[config.mk]
export PLATFORM = sky130hd
export DESIGN_NAME = cpu_datapath
export DESIGN_NICKNAME = d
export VERILOG_FILES = /design/src/rtl/cpu_datapath.sv
export SDC_FILE = /design/constraint.sdc
export NUM_CORES = 1
export LEC_CHECK = 0
export CORE_MARGIN = 2
export CORE_UTILIZATION = 45
export CTS_CLUSTER_DIAMETER = 150
export CTS_CLUSTER_SIZE = 20
export DETAILED_ROUTE_END_ITERATION = 12
export GPL_ROUTABILITY_DRIVEN = 0
export PLACE_DENSITY = 0.69
export SYNTH_ARGS = -nofsm -noshare
export SYNTH_HDL_FRONTEND = slang
export SYNTH_SLANG_ARGS = --single-unit
[constraint.sdc]
create_clock -name clk -period 6.87 [get_ports clk]
set_input_delay 0.687 -clock clk [delete_from_list [all_inputs] [get_ports clk]]
set_output_delay 0.687 -clock clk [all_outputs]
set_load 0.01 [all_outputs]
[src/rtl/cpu_datapath.sv]
// Register-transfer datapath (PC, MAR, MBR, IR, BR, ACC, MR) driven by the CU's 32-bit control word.
// Optional unsigned restoring divider on control bit 9, enabled by defining CPU_DATAPATH_DIV_EN.
module cpu_datapath #(
  parameter int DATA_W = 16,
  parameter int ADDR_W = 8
) (
  input  logic              clk,
  input  logic              rst,
  input  logic [31:0]       control_signal,
  input  logic [DATA_W-1:0] mem_rdata,
  output logic [ADDR_W-1:0] mem_addr,
  output logic [DATA_W-1:0] mem_wdata,
  output logic              mem_we,
  output logic [7:0]        data_from_ir,
  output logic [7:0]        flags,
  output logic              dp_busy
);

  localparam int MSB = DATA_W - 1;

  localparam int B_PC2MBR    = 1;
  localparam int B_PC2MAR    = 2;
  localparam int B_MBR2PC    = 3;
  localparam int B_MBR2IR    = 4;
  localparam int B_MEM2MBR   = 5;
  localparam int B_MBR2BR    = 6;
  localparam int B_MBR2MAR   = 8;
  localparam int B_DIV       = 9;
  localparam int B_MBR2ACC   = 10;
  localparam int B_ACC2MBR   = 11;
  localparam int B_MBR2MEM   = 12;
  localparam int B_IR2CU     = 13;
  localparam int B_MR2MBR    = 15;
  localparam int B_ALU2MBR   = 16;
  localparam int B_PC_PLUS1  = 20;
  localparam int B_ACC_CLEAR = 21;
  localparam int B_ADD       = 22;
  localparam int B_SUB       = 23;
  localparam int B_AND       = 24;
  localparam int B_OR        = 25;
  localparam int B_NOT       = 26;
  localparam int B_LSL       = 27;
  localparam int B_LSR       = 28;
  localparam int B_MPY       = 29;
  localparam int B_ASL       = 30;
  localparam int B_ASR       = 31;

  logic [ADDR_W-1:0] pc;
  logic [ADDR_W-1:0] mar;
  logic [DATA_W-1:0] mbr;
  logic [7:0]        ir;
  logic [DATA_W-1:0] br;
  logic [DATA_W-1:0] acc;
  logic [DATA_W-1:0] mr;
  logic              carry;
  logic              ovf;

  // While the divider runs the whole control word is masked off.
  logic [31:0] ctl;
  assign ctl = dp_busy ? 32'd0 : control_signal;

  // Bits with no datapath effect (address select, operand selects, CAR controls).
  logic unused_ctrl;
  assign unused_ctrl = ^{ctl[0], ctl[7], ctl[B_DIV], ctl[14], ctl[19:17]};

  assign mem_addr  = mar;
  assign mem_wdata = mbr;
  assign mem_we    = ctl[B_MBR2MEM];

  // ---------------- ALU ----------------
  logic [DATA_W:0]     sum_ext;
  logic [DATA_W:0]     diff_ext;
  logic [2*DATA_W-1:0] acc_sx;
  logic [2*DATA_W-1:0] br_sx;
  logic [2*DATA_W-1:0] prod;

  assign sum_ext  = {1'b0, acc} + {1'b0, br};
  assign diff_ext = {1'b0, acc} - {1'b0, br};
  assign acc_sx   = {{DATA_W{acc[MSB]}}, acc};
  assign br_sx    = {{DATA_W{br[MSB]}}, br};
  // Low 2*DATA_W bits of the sign-extended product equal the signed product.
  assign prod     = acc_sx * br_sx;

  logic              alu_hit;
  logic [DATA_W-1:0] alu_res;
  logic [DATA_W-1:0] alu_mr;
  logic              alu_carry;
  logic              alu_ovf;

  always_comb begin
    alu_hit   = 1'b1;
    alu_res   = acc;
    alu_mr    = mr;
    alu_carry = carry;
    alu_ovf   = ovf;
    if (ctl[B_ADD]) begin
      alu_res   = sum_ext[MSB:0];
      alu_carry = sum_ext[DATA_W];
      alu_ovf   = (acc[MSB] == br[MSB]) && (sum_ext[MSB] != acc[MSB]);
    end else if (ctl[B_SUB]) begin
      alu_res   = diff_ext[MSB:0];
      alu_carry = ~diff_ext[DATA_W];
      alu_ovf   = (acc[MSB] != br[MSB]) && (diff_ext[MSB] != acc[MSB]);
    end else if (ctl[B_AND]) begin
      alu_res = acc & br;
    end else if (ctl[B_OR]) begin
      alu_res = acc | br;
    end else if (ctl[B_NOT]) begin
      alu_res = ~br;
    end else if (ctl[B_LSL]) begin
      alu_res   = {acc[MSB-1:0], 1'b0};
      alu_carry = acc[MSB];
    end else if (ctl[B_LSR]) begin
      alu_res   = {1'b0, acc[MSB:1]};
      alu_carry = acc[0];
    end else if (ctl[B_MPY]) begin
      alu_res = prod[MSB:0];
      alu_mr  = prod[2*DATA_W-1:DATA_W];
    end else if (ctl[B_ASL]) begin
      alu_res = {acc[MSB-1:0], 1'b0};
      alu_ovf = acc[MSB] ^ acc[MSB-1];
    end else if (ctl[B_ASR]) begin
      alu_res = {acc[MSB], acc[MSB:1]};
    end else begin
      alu_hit = 1'b0;
    end
  end

  // ---------------- divider ----------------
  logic              div_wr;
  logic [DATA_W-1:0] div_acc_val;
  logic [DATA_W-1:0] div_mr_val;
  logic              div_flag;

`ifdef CPU_DATAPATH_DIV_EN
  localparam int CNT_W = $clog2(DATA_W);
  localparam logic [CNT_W-1:0] CNT_LAST = CNT_W'(DATA_W - 1);

  logic              div_busy;
  logic              div_zero;
  logic [CNT_W-1:0]  div_cnt;
  logic [DATA_W-1:0] div_quo;
  logic [DATA_W-1:0] div_rem;
  logic [DATA_W-1:0] div_dvs;
  logic [DATA_W:0]   rem_shift;
  logic [DATA_W:0]   rem_try;
  logic [DATA_W-1:0] rem_next;
  logic              q_bit;
  logic              div_start;
  logic              div_by_zero;
  logic              div_done;

  assign div_start   = ctl[B_DIV];
  assign div_by_zero = div_start && (br == '0);
  assign rem_shift   = {div_rem, div_quo[MSB]};
  assign rem_try     = rem_shift - {1'b0, div_dvs};
  // A borrow out of the trial subtraction means the quotient bit is 0 and the remainder is restored.
  assign q_bit       = ~rem_try[DATA_W];
  assign rem_next    = q_bit ? rem_try[MSB:0] : rem_shift[MSB:0];
  assign div_done    = div_busy && (div_cnt == CNT_LAST);
  assign div_wr      = div_done || div_by_zero;
  assign div_acc_val = div_busy ? {div_quo[MSB-1:0], q_bit} : {DATA_W{1'b1}};
  assign div_mr_val  = div_busy ? rem_next : acc;

  always_ff @(posedge clk) begin
    if (rst) begin
      div_busy <= 1'b0;
      div_zero <= 1'b0;
      div_cnt  <= '0;
      div_quo  <= '0;
      div_rem  <= '0;
      div_dvs  <= '0;
    end else if (div_busy) begin
      div_quo <= {div_quo[MSB-1:0], q_bit};
      div_rem <= rem_next;
      div_cnt <= div_cnt + CNT_W'(1);
      if (div_done) begin
        div_busy <= 1'b0;
        div_zero <= 1'b0;
      end
    end else if (div_by_zero) begin
      div_zero <= 1'b1;
    end else if (div_start) begin
      div_busy <= 1'b1;
      div_cnt  <= '0;
      div_quo  <= acc;
      div_rem  <= '0;
      div_dvs  <= br;
    end
  end

  assign dp_busy  = div_busy;
  assign div_flag = div_zero;
`else
  assign dp_busy     = 1'b0;
  assign div_wr      = 1'b0;
  assign div_acc_val = '0;
  assign div_mr_val  = '0;
  assign div_flag    = 1'b0;
`endif

  assign flags = {3'b000, div_flag, ovf, carry, (acc == '0), acc[MSB]};

  // ---------------- register transfers ----------------
  always_ff @(posedge clk) begin
    if (rst) begin
      pc           <= '0;
      mar          <= '0;
      mbr          <= '0;
      ir           <= '0;
      br           <= '0;
      acc          <= '0;
      mr           <= '0;
      data_from_ir <= '0;
      carry        <= 1'b0;
      ovf          <= 1'b0;
    end else begin
      if (ctl[B_MBR2MAR])      mar <= mbr[ADDR_W-1:0];
      else if (ctl[B_PC2MAR])  mar <= pc;

      if (ctl[B_MBR2PC])        pc <= mbr[ADDR_W-1:0];
      else if (ctl[B_PC_PLUS1]) pc <= pc + ADDR_W'(1);

      if (ctl[B_MEM2MBR])      mbr <= mem_rdata;
      else if (ctl[B_ALU2MBR]) mbr <= acc;
      else if (ctl[B_MR2MBR])  mbr <= mr;
      else if (ctl[B_ACC2MBR]) mbr <= acc;
      else if (ctl[B_PC2MBR])  mbr <= {{(DATA_W-ADDR_W){1'b0}}, pc};

      if (ctl[B_MBR2IR]) ir <= mbr[MSB -: 8];
      if (ctl[B_IR2CU])  data_from_ir <= ir;
      if (ctl[B_MBR2BR]) br <= mbr;

      if (div_wr) begin
        acc <= div_acc_val;
        mr  <= div_mr_val;
      end else if (ctl[B_ACC_CLEAR]) begin
        acc <= '0;
      end else if (alu_hit) begin
        acc   <= alu_res;
        mr    <= alu_mr;
        carry <= alu_carry;
        ovf   <= alu_ovf;
      end else if (ctl[B_MBR2ACC]) begin
        acc <= mbr;
      end
    end
  end

endmodule
==> flow_summary.ini <==
[power]
power_density_mw_per_mm2 = 99.02
power_leakage_nw = 7.946
peakVddDrop_mv = 0.1222
fin_total_pwr_mw = 1.854

[timing]
fin_crit_sh = 0.9626
worst_pin_slew_ps = 1130
drv_slew = 0
hold_slack_ps = 457.6
relSlewSlack = 0.2442
finalSetupTns_ps = 0
hold_viol = 0
setup_viol = 0
fin_skew_ps = 9.656
rsz0062_at_grt = false
finalCriticalPeriod_ps = 6613
fmax_mhz = 151.2

[clock_network]
cts_buffer_depth = 2
htree_levels = 3
cts_buffers = 9
cts_root_buf = clkbuf_16
cts_tree = yes
cts_num_sinks = 98
clkSlewWorstSetupHoldPaths_ps = 70
clkLatencyLatePin_ps = 360

[layout]
layout-drive-gt1-share = 0.06939
final_cell_area_sq_mm = 0.01872
num-nets-final = 2576
area_growth_pct = 11.85
num_antenna_cells = 0

[die]
core_sq_mm = 0.03661
start_util = 0.4572
die_h_um = 196.9
num_rows = 70
io_pins = 92
dieArea_sq_mm = 0.03876
dieWidth_um = 196.9

[route]
drt_iter0_drc = 1667
wire_per_inst_um = 20.64
dr.pass1.iters = 6
ant_nets = 0
vias = 15140
wl_um = 53680
drc = 0
vias_per_cell = 5.821

[placed_design]
placed_cell_area_sq_mm = 0.01834
io_buffers = 77
hpwl_um = 43780

[synthesis]
synth_cells = 2050
synth_area_per_cell_sq_um = 8.166
ys_seq_area_frac = 0.1172
yosysUniqueCellTypes = 85
yosysWarningCount = 0
ys_ff_latch = 98
synth_edf_count = 0
synth_ff_type = dfxtp_1
netlist_area_sq_mm = 0.01674
async_flop_share = 0

[setup_path]
cp_slowest_cell = dfxtp_1
crit_buf_inv = 3
start_kind = flop
crit_path_cell_trace = inv_1, nor2_1, fa_1, inv_1, fa_1, fa_1, fa_1, fa_1, fa_1, inv_1, ha_1, and4_1, nand4_1, a2111oi_2, a21oi_2, o211ai_1, nand2b_1, or4_1, nand3_1
cpPeakStageDelay_ps = 660
worstPathArrival_ps = 6910
critPathMostFrequentCell = fa_1
worstPathRequired_ps = 7160
cp-end-kind = flop
critical_path_peak_fanout = 8
cpLargestDelayFamily = adder cells
crit_type = reg -> reg

[grt]
grt_pass1_wl_um = 83770
grt_use_total = 0.2812
antenna_found_initial = 0
grt_pass1_vias = 15000
grt-ovfl-total = 0
grt_max_degree = 58

[run_status]
status = completed

[worst_hold_path]
min_path_type = reg -> reg

[flow_run]
maxCapViolCount = 0
## synthesized netlist by cell type (9+ instances only)
cell type | instances | area (sq um)
a21o_1 | 15 | 112.6
mux2i_1 | 58 | 580.6
nand3_1 | 18 | 90.09
inv_1 | 347 | 1303
o21ai_0 | 67 | 335.3
ha_1 | 135 | 1689
nand2_1 | 227 | 852.1
or3_1 | 10 | 62.56
clkinv_1 | 9 | 33.78
fa_1 | 263 | 5265
nor2_1 | 252 | 945.9
nand2b_1 | 10 | 62.56
a31oi_1 | 12 | 75.07
o21bai_1 | 9 | 67.56
a2111oi_0 | 11 | 96.34
a21oi_1 | 136 | 680.7
buf_4 | 9 | 67.56
xnor2_1 | 27 | 236.5
a311oi_1 | 10 | 87.58
a211oi_1 | 14 | 105.1
o22ai_1 | 9 | 56.30
dfxtp_1 | 98 | 1962
nor3_1 | 26 | 130.1
a221oi_1 | 9 | 78.83
clkbuf_1 | 92 | 345.3
xor2_1 | 20 | 175.2
## per-layer routing
| metal | GRT usage | up-vias | part of all wire |
|---|---|---|---|
| li1 | - | 6735 | - |
| met1 | 0.3805 | 7391 | 0.39 |
| met2 | 0.4321 | 821 | 0.45 |
| met3 | 0.04500 | 194 | 0.095 |
| met4 | 0.1546 | 0 | 0.065 |
| met5 | 0 | - | 0 |
## worst reg2reg max path, delay by kind of cell, from the launching register on
| family | cells | cell delay, ps |
|---|---|---|
| AO/OA/AOI/OAI | 3 | 850 |
| flip-flops | 1 | 660 |
| buffers and inverters | 3 | 500 |
| AND/OR/NAND/NOR | 6 | 1370 |
| adder cells (fa/ha/maj) | 7 | 3170 |
## kinds of logic after synthesis
| logic type | synth area share |
|---|---|
| AOI/OAI and AO/OA | 0.1432 |
| xor gates and xnor gates | 0.02459 |
| adders and majority gates | 0.4154 |
| buffers and inverters | 0.1084 |
| DFF | 0.1172 |
| muxes | 0.03468 |
| other | 0.0002240 |
| and+or+nand+nor | 0.1563 |
## sequential cells by signal, summed over array words and instances, names as in the netlist
| signal | flops |
|---|---|
| ovf | 1 |
| ir | 8 |
| mem_wdata | 16 |
| br | 16 |
| acc | 16 |
| mem_addr | 8 |
| mr | 16 |
| pc | 8 |
| carry | 1 |
| data_from_ir | 8 |
## layout make-up
type | instances | area, sq um
Sequential cell | 98 | 1966
Inverter | 358 | 1348
Tap cell | 468 | 585.6
Clock inverter | 6 | 91.34
Fill cell | 3494 | 17890
Timing Repair Buffer | 176 | 1509
Clock buffer | 10 | 229.0
Multi-Input combinational cell | 1485 | 13000
## where the power goes
part           total [mW]  switching (mW)  internal, mW
logic               0.666           0.404         0.262
clock network       0.554           0.234         0.320
registers           0.634          0.0444         0.590
total                1.85           0.682          1.17
## worst paths after layout
kind | start | slack, ps | endpoint | cells past startpoint
hold reg to reg | mr[10] | 460 | mr[10] | 2
setup reg to reg | br[8] | 260 | mr[14] | 19
setup / recovery | br[8] | 260 | mr[14] | 19
hold / removal | mr[10] | 460 | mr[10] | 2
## through the flow
step                        util  setup slack, ps  cells
after detailed placement  0.5010            200.0   2580
after floorplan                -            745.7   2054
after global placement    0.5010            290.0   2580
final                     0.5114            256.9   2601
after CTS                 0.5097            169.5   2596
after global routing      0.5114            25.52   2601
## placed cells by master (no fill, tap or decap), types with 10 or more instances in the layout
cell,synthesis,routed
xnor2_1,27,27
a21o_1,15,15
fa_1,263,263
clkdlybuf4s50_1,0,76
a2111oi_0,11,11
inv_1,347,346
buf_4,9,99
a21oi_1,136,134
a31oi_1,12,12
xor2_1,20,20
or3_1,10,10
mux2i_1,58,58
a311oi_1,10,10
a211oi_1,14,14
nor2_1,252,252
o21ai_0,67,67
dfxtp_1,98,95
ha_1,135,135
nand3_1,18,18
nand2_1,227,227
nor3_1,26,26
nand2b_1,10,10
## what timing repair did
item	in CTS	in global routing
resized for setup	0	8
hold buffers	0	0
buffers inserted	0	5
endpoints found under the setup margin	0	7
Power figures use the tool's default switching activity.
